[src/rtl/regbank_dump_pkg.sv]
`default_nettype none
// ============================================================================
//  Module      : regbank_dump_pkg
//  Description : Shared types and default sizes for the register-bank dump
//                engine and the datapath that owns the register bank.
//  Revision    : 1.0 - initial release
// ============================================================================
package regbank_dump_pkg;

    // Default register-bank geometry, shared with datapath
    localparam int c_XLEN  = 32;
    localparam int c_NREGS = 32;

    // Dump engine states, explicitly encoded
    typedef enum logic [2:0] {
        ST_IDLE = 3'd0,
        ST_WAIT = 3'd1,
        ST_READ = 3'd2,
        ST_SEND = 3'd3,
        ST_DONE = 3'd4
    } state_e;

endpackage : regbank_dump_pkg
`default_nettype wire

[src/rtl/regbank_dump_counter.sv]
`default_nettype none
// ============================================================================
//  Module      : dump_counter
//  Description : Up-counter with synchronous clear, count enable and a
//                terminal-count flag raised when the count equals LAST.
//  Revision    : 1.0 - initial release
// ============================================================================
module dump_counter #(
    parameter int WIDTH = 5,
    parameter int LAST  = 31
) (
    input  logic             clk,
    input  logic             rst,
    input  logic             i_clr,
    input  logic             i_en,
    output logic [WIDTH-1:0] o_count,
    output logic             o_tc
);

    logic [WIDTH-1:0] r_count;

    // Count register: clear wins over enable
    always_ff @(posedge clk or posedge rst) begin
        if (rst) begin
            r_count <= '0;
        end else if (i_clr) begin
            r_count <= '0;
        end else if (i_en) begin
            r_count <= r_count + WIDTH'(1);
        end
    end

    assign o_count = r_count;
    assign o_tc    = (r_count == WIDTH'(LAST));

endmodule : dump_counter
`default_nettype wire

[src/rtl/regbank_dump.sv]
`default_nettype none
// ============================================================================
//  Module      : regbank_dump
//  Description : Waits for core halt (or a cycle timeout), then walks the
//                register bank through a read port and streams each
//                (index, value) pair over valid/ready, with optional
//                skip-zero filtering and a running checksum.
//  Revision    : 1.0 - initial release
// ============================================================================
module regbank_dump
    import regbank_dump_pkg::*;
#(
    parameter int XLEN    = c_XLEN,
    parameter int NREGS   = c_NREGS,
    parameter int TIMEOUT = 100,
    parameter int IDXW    = $clog2(NREGS)
) (
    input  logic            clk,
    input  logic            reset,
    input  logic            start,
    input  logic            skip_zero,
    input  logic            halt,
    output logic [IDXW-1:0] rd_addr,
    input  logic [XLEN-1:0] rd_data,
    output logic            out_valid,
    input  logic            out_ready,
    output logic [IDXW-1:0] out_idx,
    output logic [XLEN-1:0] out_data,
    output logic            busy,
    output logic            done,
    output logic            timed_out,
    output logic [XLEN-1:0] checksum
);

    // Wait counter must hold TIMEOUT-1; keep at least one bit for TIMEOUT==1
    localparam int c_WAITW = (TIMEOUT > 1) ? $clog2(TIMEOUT) : 1;

    state_e             r_state;
    state_e             w_next;

    logic               r_skip;
    logic               r_timed_out;
    logic [XLEN-1:0]    r_checksum;
    logic [IDXW-1:0]    r_out_idx;
    logic [XLEN-1:0]    r_out_data;

    logic               w_wait_clr;
    logic               w_wait_en;
    logic               w_wait_tc;
    logic [c_WAITW-1:0] w_wait_cnt;

    logic               w_idx_clr;
    logic               w_idx_en;
    logic               w_idx_tc;
    logic [IDXW-1:0]    w_idx;

    logic               w_drop;
    logic               w_hs;

    // A register read in READ is dropped when filtering is on and it reads 0
    assign w_drop = r_skip && (rd_data == '0);
    assign w_hs   = (r_state == ST_SEND) && out_ready;

    // Halt-wait cycle counter
    dump_counter #(
        .WIDTH (c_WAITW),
        .LAST  (TIMEOUT - 1)
    ) u_wait_cnt (
        .clk     (clk),
        .rst     (reset),
        .i_clr   (w_wait_clr),
        .i_en    (w_wait_en),
        .o_count (w_wait_cnt),
        .o_tc    (w_wait_tc)
    );

    // Register scan index; stops at NREGS-1, never wraps
    dump_counter #(
        .WIDTH (IDXW),
        .LAST  (NREGS - 1)
    ) u_idx_cnt (
        .clk     (clk),
        .rst     (reset),
        .i_clr   (w_idx_clr),
        .i_en    (w_idx_en),
        .o_count (w_idx),
        .o_tc    (w_idx_tc)
    );

    // State register
    always_ff @(posedge clk or posedge reset) begin
        if (reset) begin
            r_state <= ST_IDLE;
        end else begin
            r_state <= w_next;
        end
    end

    // Next-state logic; halt beats the timeout in the same cycle
    always_comb begin
        w_next = r_state;
        case (r_state)
            ST_IDLE: if (start) w_next = ST_WAIT;
            ST_WAIT: if (halt || w_wait_tc) w_next = ST_READ;
            ST_READ: begin
                if (!w_drop)      w_next = ST_SEND;
                else if (w_idx_tc) w_next = ST_DONE;
            end
            ST_SEND: if (out_ready) w_next = w_idx_tc ? ST_DONE : ST_READ;
            ST_DONE: w_next = ST_IDLE;
            default: w_next = ST_IDLE;
        endcase
    end

    // State-decoded outputs and counter controls
    always_comb begin
        busy       = (r_state != ST_IDLE);
        done       = (r_state == ST_DONE);
        out_valid  = (r_state == ST_SEND);
        w_wait_clr = (r_state == ST_IDLE) && start;
        w_wait_en  = (r_state == ST_WAIT) && !halt && !w_wait_tc;
        // Index is held at 0 throughout WAIT so READ always starts at x0
        w_idx_clr  = (r_state == ST_WAIT);
        w_idx_en   = (((r_state == ST_READ) && w_drop) || w_hs) && !w_idx_tc;
    end

    // Beat capture, sticky timeout flag and running checksum
    always_ff @(posedge clk or posedge reset) begin
        if (reset) begin
            r_skip      <= 1'b0;
            r_timed_out <= 1'b0;
            r_checksum  <= '0;
            r_out_idx   <= '0;
            r_out_data  <= '0;
        end else begin
            if ((r_state == ST_IDLE) && start) begin
                r_skip      <= skip_zero;
                r_timed_out <= 1'b0;
                r_checksum  <= '0;
            end
            if ((r_state == ST_WAIT) && !halt && w_wait_tc) begin
                r_timed_out <= 1'b1;
            end
            if (r_state == ST_READ) begin
                r_out_idx  <= w_idx;
                r_out_data <= rd_data;
            end
            if (w_hs) begin
                r_checksum <= r_checksum + r_out_data;
            end
        end
    end

    assign rd_addr   = w_idx;
    assign out_idx   = r_out_idx;
    assign out_data  = r_out_data;
    assign timed_out = r_timed_out;
    assign checksum  = r_checksum;

endmodule : regbank_dump
`default_nettype wire

[config.mk]
export PLATFORM = sky130hd
export DESIGN_NAME = regbank_dump
export DESIGN_NICKNAME = d
export VERILOG_FILES = /design/src/rtl/regbank_dump_pkg.sv /design/src/rtl/regbank_dump_counter.sv /design/src/rtl/regbank_dump.sv
export SDC_FILE = /design/constraint.sdc
export NUM_CORES = 1
export LEC_CHECK = 0
export BUFFER_PORTS_ARGS = -buffer_cell sky130_fd_sc_hd__buf_2
export CORE_UTILIZATION = 50
export DETAILED_ROUTE_END_ITERATION = 12
export PLACE_DENSITY = 0.78
export RECOVER_POWER = 25
export SLEW_MARGIN = 20
export SYNTH_ARGS = -nofsm -noshare
export SYNTH_HDL_FRONTEND = slang
export SYNTH_HIERARCHICAL = 1
export SYNTH_SLANG_ARGS = --single-unit
[constraint.sdc]
create_clock -name clk -period 3 [get_ports clk]
set_input_delay 0.15 -clock clk [delete_from_list [all_inputs] [get_ports clk]]
set_output_delay 0.15 -clock clk [all_outputs]
set_load 0.03 [all_outputs]
Word-level counts from Yosys, hierarchy flattened. Index checks and enable logic that the tools add are counted.

Bits in registers: 86. Bits of input ports: 38. Output and inout bits: 78.

Add/subtract/negate cells: 3. Equal/unequal tests: 10. Multiplexer cells: 15. Reductions and logical operators: 21.

Operators by type and width (number): 32-bit 2-to-1 mux (2); 32-bit adder (1); 32-bit zero test (1); 3-bit 2-to-1 mux (6); 7-bit 2-to-1 mux (2); 3-bit one-hot mux with 4 select lines (1); 5-bit 2-to-1 mux (2); 1-bit logical AND (8); 2-bit nonzero test (4); 7-bit by 1-bit adder with 7-bit output (second input constant) (1); 7-bit equality test (second input constant) (1); 3-bit by 2-bit equality test with 1-bit output (second input constant) (2); 5-bit by 1-bit adder with 5-bit output (second input constant) (1); 5-bit equality test (second input constant) (1); 2-bit inequality test (second input constant) (2); 4-bit AND reduction (1); 3-bit by 1-bit equality test with 1-bit output (second input constant) (1); 3-bit equality test (second input constant) (1); 1-bit zero test (3); 3-bit zero test (1); 3-bit inequality test (second input constant) (1); 3-bit nonzero test (1); 1-bit logical OR (2); 1-bit 2-to-1 mux (2); 2-bit by 1-bit inequality test with 1-bit output (second input constant) (1).

Depth between registers and ports, before layout. Gate-level depths: netlist (run 1).

Depth in word-level cells: 7. Depth in mapped cells: 12.

Cells and area by module. Netlist (run 1), hierarchy kept.

By module, submodules not included: regbank_dump (instances 1, cells an instance 435, area each 4400.5 um^2, sequential area each 1851.8 um^2); dump_counter (u_wait_cnt) (instances 1, cells an instance 32, area each 326.6 um^2, sequential area each 175.2 um^2); dump_counter (u_idx_cnt) (instances 1, cells an instance 23, area each 281.5 um^2, sequential area each 125.1 um^2).

Least setup slack after synthesis (run 1). OpenSTA, ideal clock, no wires.

Path kind: reg-to-reg. Start: reg r_checksum[0], in the netlist checksum[0]. End: reg r_checksum[24], in the netlist checksum[24]. Library setup time: 0.083 ns. Data arrival time: 2.666 ns. Data required time: 2.917 ns. Setup slack: 0.251 ns. Stages on the path, launching flop included: 13. Buffers on the path: 0. Period minus slack after synthesis: 2.749 ns. Cells stage by stage: dfrtp_1 ha_1 inv_1 fa_1 nor2b_1 o21a_1 o21ai_1 a211o_1 a2111oi_0 or3b_2 a21oi_1 xor2_1 o21ai_0.

Cells in the longest elaborated chain, start to end: 2.

RTL lines: start: declaration (line regbank_dump.sv:43) `logic [XLEN-1:0] r_checksum;`; start signal: assignment (line regbank_dump.sv:149) `r_checksum <= r_checksum + r_out_data;`; 32-bit adder (line regbank_dump.sv:149); 32-bit 2-to-1 mux (line regbank_dump.sv:148) `if (w_hs) begin`.

No other way between the ends. A chain may end at the register's enable or synchronous reset.

Worst setup path after layout (run 1).
Start: reg r_checksum[1], in the netlist checksum[1]. End: reg r_checksum[31], in the netlist checksum[31].

The elaborated chain is that of the path after synthesis.

==> results.py, run 1 <==
metrics = {
    "logic_synthesis": {
        "ys.flop_type": "dfrtp_1",
        "ys_types": 60,
        "synthTopCellsByArea": "dfrtp_1 (43%), ha_1 (8.5%), mux2_2 (8.3%), o21ai_0 (3.8%), xor2_1 (3.7%)",
        "synth_top_area_cell": "dfrtp_1",
        "synthesis.nets": 563,
        "netlist_instances": 490,
        "ys_ff_latch": 86,
        "yosysWarnings": 6,
        "async_flop_share": 1.00,
        "synth_area_sq_mm": 0.00501,
        "synth_edf_count": 0,
        "synth_area_per_cell_sq_um": 10.2,
        "netlist.area_leader.share": 0.430,
        "ys_seq_area_frac": 0.430,
    },
    "floorplanning": {
        "core_sq_mm": 0.00973,
        "std_cell_rows": 36,
        "initial_utilization": 0.515,
        "die-area_sq_mm": 0.0104,
        "ioPinCount": 116,
        "dieHeight_um": 102,
        "die_width_um": 102,
    },
    "routing": {
        "drt.antenna.violating_nets": 0,
        "drc": 0,
        "drt_pass1_iterations": 4,
        "vias": 4291,
        "totalWireLength_mm": 12.5,
        "post_drt_wl_per_cell_um": 16.6,
        "first_iter_violations": 125,
        "drt-vias-per-instance": 5.69,
    },
    "sta": {
        "relSlewSlack": -0.197,
        "finalHoldViolCount": 0,
        "fin_crit_ns": 2.80,
        "final_max_slew_viol_count": 73,
        "fmax_mhz": 357,
        "fin_crit_sh": 0.933,
        "clock_skew_ns": 0.0107,
        "setup_viol": 0,
        "setup_tns_ns": 0,
        "worst_slew_pin_slew_ns": 1.80,
        "rsz0062_at_grt": "no",
    },
    "finish": {
        "layout_commonest_cell": "buf_2",
        "fillers": 845,
        "diodes": 0,
        "syn_to_final_growth_pct": 19.9,
        "nNetsFinal": 689,
        "most-common-layout-cells": "buf_2 (114), dfrtp_1 (86), nand2_1 (46)",
        "layout-drive-gt1-share": 0.317,
        "fin_cells": 754,
    },
    "clocking": {
        "clk_latency_ns": 0.37,
        "h-tree-depth": 3,
        "cts_tree": "yes",
        "clk_path_buf_depth": 2,
        "cts_buffers": 9,
        "clk_pin_slew_ns": 0.08,
        "cts_sinks": 86,
        "cts-root-buf": "clkbuf_8",
    },
    "critical_path": {
        "crit_fanout": 4,
        "rr_endpoint": "checksum[31]",
        "arrival_ns": 3.08,
        "reg2reg_from": "checksum[1]",
        "worst_setup_path_start_kind": "flop",
        "crit_path_end_kind": "flop",
        "r2r_setup_slack_ns": 0.20,
        "crit_type": "flop to flop",
        "reg2regPathDepth": 10,
        "cp.required_ns": 3.28,
    },
    "global_routing": {
        "grt_use_met2": 0.425,
        "grt_pass1_vias": 4236,
        "grt_antenna_before_repair": 0,
        "grt.total_usage": 0.256,
        "grt_overflow": 0,
        "grt_max_degree": 73,
        "grt-busiest-layer": "met2",
        "use_met1": 0.339,
        "grt_util_met3": 0.0424,
        "grt_pass1_wl_mm": 20.5,
    },
    "worst_hold_path": {
        "hold_depth": 3,
        "min-delay-start": "rd_data[1]",
        "min_path_type": "primary input to flop",
        "worstHoldEndpoint": "out_data[1]",
    },
    "placement": {
        "gp_congestion": 0.924,
        "place_inst": 736,
        "dp_hpwl_mm": 9.49,
        "portBuffers": 115,
    },
    "status": {
        "violations": "max-capacitance violations, max-slew violations",
        "status": "finished with violations",
    },
    "flow_run": {
        "max-cap-violations": 1,
    },
}
-- cell usage after synthesis, types with 6 or more instances --
master,instances
a21o_1,21
a21oi_1,33
clkbuf_1,10
dfrtp_1,86
ha_1,34
inv_1,13
mux2_2,37
mux2i_1,6
nand2_1,46
nand3_1,7
nor2_1,29
nor4_1,6
o21ai_0,38
xnor2_1,9
xor2_1,21
-- cell type report --
cell class              instances  area, sq um  share of cell area
clock buffers                  12          135              0.0225
clock inverters                 4         47.5             0.00792
inverters                      13         48.8             0.00813
multi-input cells             379         2790               0.465
flip-flops and latches         86         2150               0.358
well taps                     133          166              0.0277
repair buffers                127          664               0.111
-- layer usage --
| layer | up-vias | share of wire |
|---|---|---|
| met5 | - | 0 |
| met4 | 0 | 0.021 |
| met3 | 21 | 0.046 |
| met2 | 111 | 0.48 |
| met1 | 2101 | 0.46 |
| li1 | 2058 | - |
-- metrics by stage --
stage               cell area (sq um)  utilization  hold slack [ns]  worst slack (ns)
finish                           6000        0.617           0.0235             0.202
global route                     6000        0.617           0.0133           0.00231
CTS                              5990        0.615           0.0130            0.0279
detailed placement               5790        0.595           0.0414            0.0487
global placement                 5790        0.595           0.0381             0.127
floorplan                        5010            -          -0.0715             0.251
-- cell families (layout without fill, tap and decap cells) --
family,Yosys count,in the layout,synth area share
adder cells (fa/ha/maj),35,35,0.0889
XOR/XNOR,30,30,0.0525
buffers and inverters,25,156,0.0202
AO/OA/AOI/OAI,137,137,0.177
flip-flops,86,86,0.430
AND/OR/NAND/NOR,133,133,0.134
multiplexers,44,44,0.0982
-- flip-flops by register name (all words and copies together) (netlist names) --
register	flops
checksum	32
out_data	32
u_wait_cnt/o_count	7
out_idx	5
u_idx_cnt/o_count	5
r_state	3
r_skip	1
timed_out	1
-- worst max-delay path, cell delays in order, from the launching register on --
cell and delay, ns:
dfrtp_1 0.43, ha_1 0.32, a211oi_1 0.40, o21ai_2 0.15, a21oi_2 0.20, nor3_2 0.09
o211ai_2 0.25, o21ai_0 0.15, o221ai_1 0.23, mux2i_1 0.26, mux2i_1 0.23
-- worst max path at each step --
stage                      startpoint           end  slack [ns]  cells past startpoint
after global routing      checksum[1]  checksum[31]       0.002                     10
final                     checksum[1]  checksum[31]        0.20                     10
after CTS                 out_data[0]  checksum[28]        0.03                     12
after detailed placement  out_data[0]  checksum[28]        0.05                     12
after global placement    out_data[0]  checksum[28]        0.13                     12
after floorplan           checksum[0]  checksum[24]        0.25                     12
-- repair_timing --
item                                    CTS  global route
resized for setup                         0             8
buffers inserted                          0             1
hold endpoints to repair                 86             0
hold buffers                              1             0
endpoints found under the setup margin    0             6
Power of run 1 is left out: the tool's default activity adds up to more than one toggle a clock period on the data nets, which glitch-free logic cannot reach.
==> run 2, diff against run 1 <==
--- a/config.mk
+++ b/config.mk
@@ -6,9 +6,9 @@
 export NUM_CORES = 1
 export LEC_CHECK = 0
 export BUFFER_PORTS_ARGS = -buffer_cell sky130_fd_sc_hd__buf_2
-export CORE_UTILIZATION = 50
+export CORE_UTILIZATION = 49
 export DETAILED_ROUTE_END_ITERATION = 12
-export PLACE_DENSITY = 0.78
+export PLACE_DENSITY = 0.8
 export RECOVER_POWER = 25
 export SLEW_MARGIN = 20
 export SYNTH_ARGS = -nofsm -noshare
==> constraint.sdc (replaced) <==
create_clock -name clk -period 2.5 [get_ports clk]
set_input_delay 0.125 -clock clk [delete_from_list [all_inputs] [get_ports clk]]
set_output_delay 0.125 -clock clk [all_outputs]
set_load 0.03 [all_outputs]
==> run 2 against run 1 <==
  * The run ends with negative setup slack left
  * Register-to-register slack lost 0.37 ns
  * Worst setup slack got worse by 0.37 ns
  * Sequential share of layout area shrank 4.9 points
  * Critical path type unchanged
  * Critical endpoint is now checksum[25]
==> results.py, run 2 (synthesized netlist as in run 1, its figures left out) <==
metrics = {
    "clocking": {
        "clk_pin_slew_ns": 0.10,
        "cts-root-buf": "clkbuf_8",
        "cts_tree": "yes",
        "clk_path_buf_depth": 2,
        "cts_buffers": 9,
        "h-tree-depth": 3,
        "cts_sinks": 86,
        "clk_latency_ns": 0.39,
    },
    "sta": {
        "setup_viol": 8,
        "relSlewSlack": 0.183,
        "final_max_slew_viol_count": 0,
        "worst_slew_pin_slew_ns": 1.22,
        "clock_skew_ns": 0.0188,
        "finalHoldViolCount": 0,
        "fin_crit_sh": 1.07,
        "fmax_mhz": 374,
        "worst_slack_ns": -0.172,
        "fin_crit_ns": 2.67,
        "rsz0062_at_grt": "yes",
    },
    "finish": {
        "utilization": 0.716,
        "syn_to_final_growth_pct": 40.3,
        "diodes": 0,
        "layout_commonest_cell": "buf_2",
        "layout-drive-gt1-share": 0.429,
        "most-common-layout-cells": "buf_2 (97), dfrtp_1 (70), buf_4 (70)",
        "nNetsFinal": 770,
    },
    "status": {
        "violations": "negative setup slack",
        "status": "finished with violations",
    },
    "global_routing": {
        "grt.total_usage": 0.282,
        "grt_antenna_before_repair": 0,
        "grt_max_degree": 46,
        "grt_pass1_vias": 4728,
        "grt_use_met2": 0.497,
        "grt_pass1_wl_mm": 22.5,
        "grt_overflow": 0,
        "use_met1": 0.334,
        "grt-busiest-layer": "met2",
        "grt_util_met3": 0.0725,
    },
    "floorplanning": {
        "ioPinCount": 116,
        "core_sq_mm": 0.00982,
        "initial_utilization": 0.510,
        "std_cell_rows": 36,
        "dieHeight_um": 103,
        "die_width_um": 103,
        "die-area_sq_mm": 0.0106,
    },
    "worst_hold_path": {
        "min_path_type": "primary input to flop",
    },
    "routing": {
        "drt.antenna.violating_nets": 0,
        "vias": 4723,
        "totalWireLength_mm": 14.8,
        "drc": 0,
        "first_iter_violations": 169,
        "drt_pass1_iterations": 5,
        "post_drt_wl_per_cell_um": 17.7,
        "drt-vias-per-instance": 5.66,
    },
    "critical_path": {
        "worst_setup_path_start_kind": "flop",
        "crit_fanout": 4,
        "arrival_ns": 2.94,
        "cp.required_ns": 2.77,
        "crit_path_end_kind": "flop",
        "crit_type": "flop to flop",
    },
    "placement": {
        "dp_hpwl_mm": 10.2,
        "gp_congestion": 0.904,
        "portBuffers": 115,
    },
    "flow_run": {
        "max-cap-violations": 0,
    },
}
-- run 2: cell count changes in the layout (fill, tap and decap cells not counted), moves of 12 or more --
cell,change
dlygate4sd3_1,+20
dfrtp_1,-16
buf_2,-17
clkbuf_1,+14
ha_1,-14
buf_4,+60
ha_4,+12
dfrtp_2,+16
-- run 2: metrics by stage --
step | hold WS (ns) | cells | worst slack (ns) | setup TNS, ns | area [sq um]
floorplan | -0.0965 | 490 | -0.0106 | -0.0106 | 5190
global placement | 0.0584 | 783 | -0.0697 | -0.177 | 6320
detailed placement | 0.0637 | 783 | -0.124 | -0.658 | 6320
CTS | 0.000316 | 824 | -0.119 | -0.365 | 6810
global route | 0.00146 | 835 | -0.284 | -2.73 | 7030
finish | 0.00346 | 835 | -0.172 | -0.738 | 7030
-- run 2: routing by layer --
| metal | vias up | part of all wire |
|---|---|---|
| met3 | 18 | 0.050 |
| met5 | - | 0 |
| li1 | 2206 | - |
| met2 | 148 | 0.52 |
| met4 | 0 | 0.017 |
| met1 | 2351 | 0.41 |
-- run 2: path summary, 6_finish.rpt --
| kind | slack [ns] | start | to | cells after the start |
|---|---|---|---|---|
| min reg2reg | 0.48 | checksum[31] | checksum[31] | 1 |
| max | -0.17 | out_data[1] | checksum[25] | 11 |
| max in group asynchronous | 0.98 | reset | checksum[14] | 4 |
| max reg2reg | -0.17 | out_data[1] | checksum[25] | 11 |
| min in group asynchronous | 0.19 | reset | u_idx_cnt/o_count[3] | 3 |
| min | 0.003 | rd_data[10] | out_data[10] | 2 |
-- run 2: critical path, cell delays in order (launching register included) --
cell and delay, ns:
dfrtp_2 0.42, buf_4 0.15, ha_4 0.25, a211oi_4 0.27, o21ai_2 0.11, a21oi_2 0.24, nor3_4 0.06, o211ai_2 0.25
a21oi_1 0.10, o21a_1 0.18, or3_1 0.30, a32o_1 0.23
-- run 2: repair_timing --
item	in CTS	in global routing
endpoints found under the hold margin	58	3
setup endpoints to repair	12	20
hold buffers	18	3
resized for setup	13	30
buffers inserted	7	8
pin swaps	19	24
-- run 2: final cells by class --
cell class	instances	area [sq um]
multi-input combinational	379	3120
inverter	13	48.8
fill	740	2790
clock inverter	6	61.3
tap	133	166
timing repair buffer	208	1320
clock buffer	10	138
sequential	86	2170
Power of run 2 is left out for the same reason.
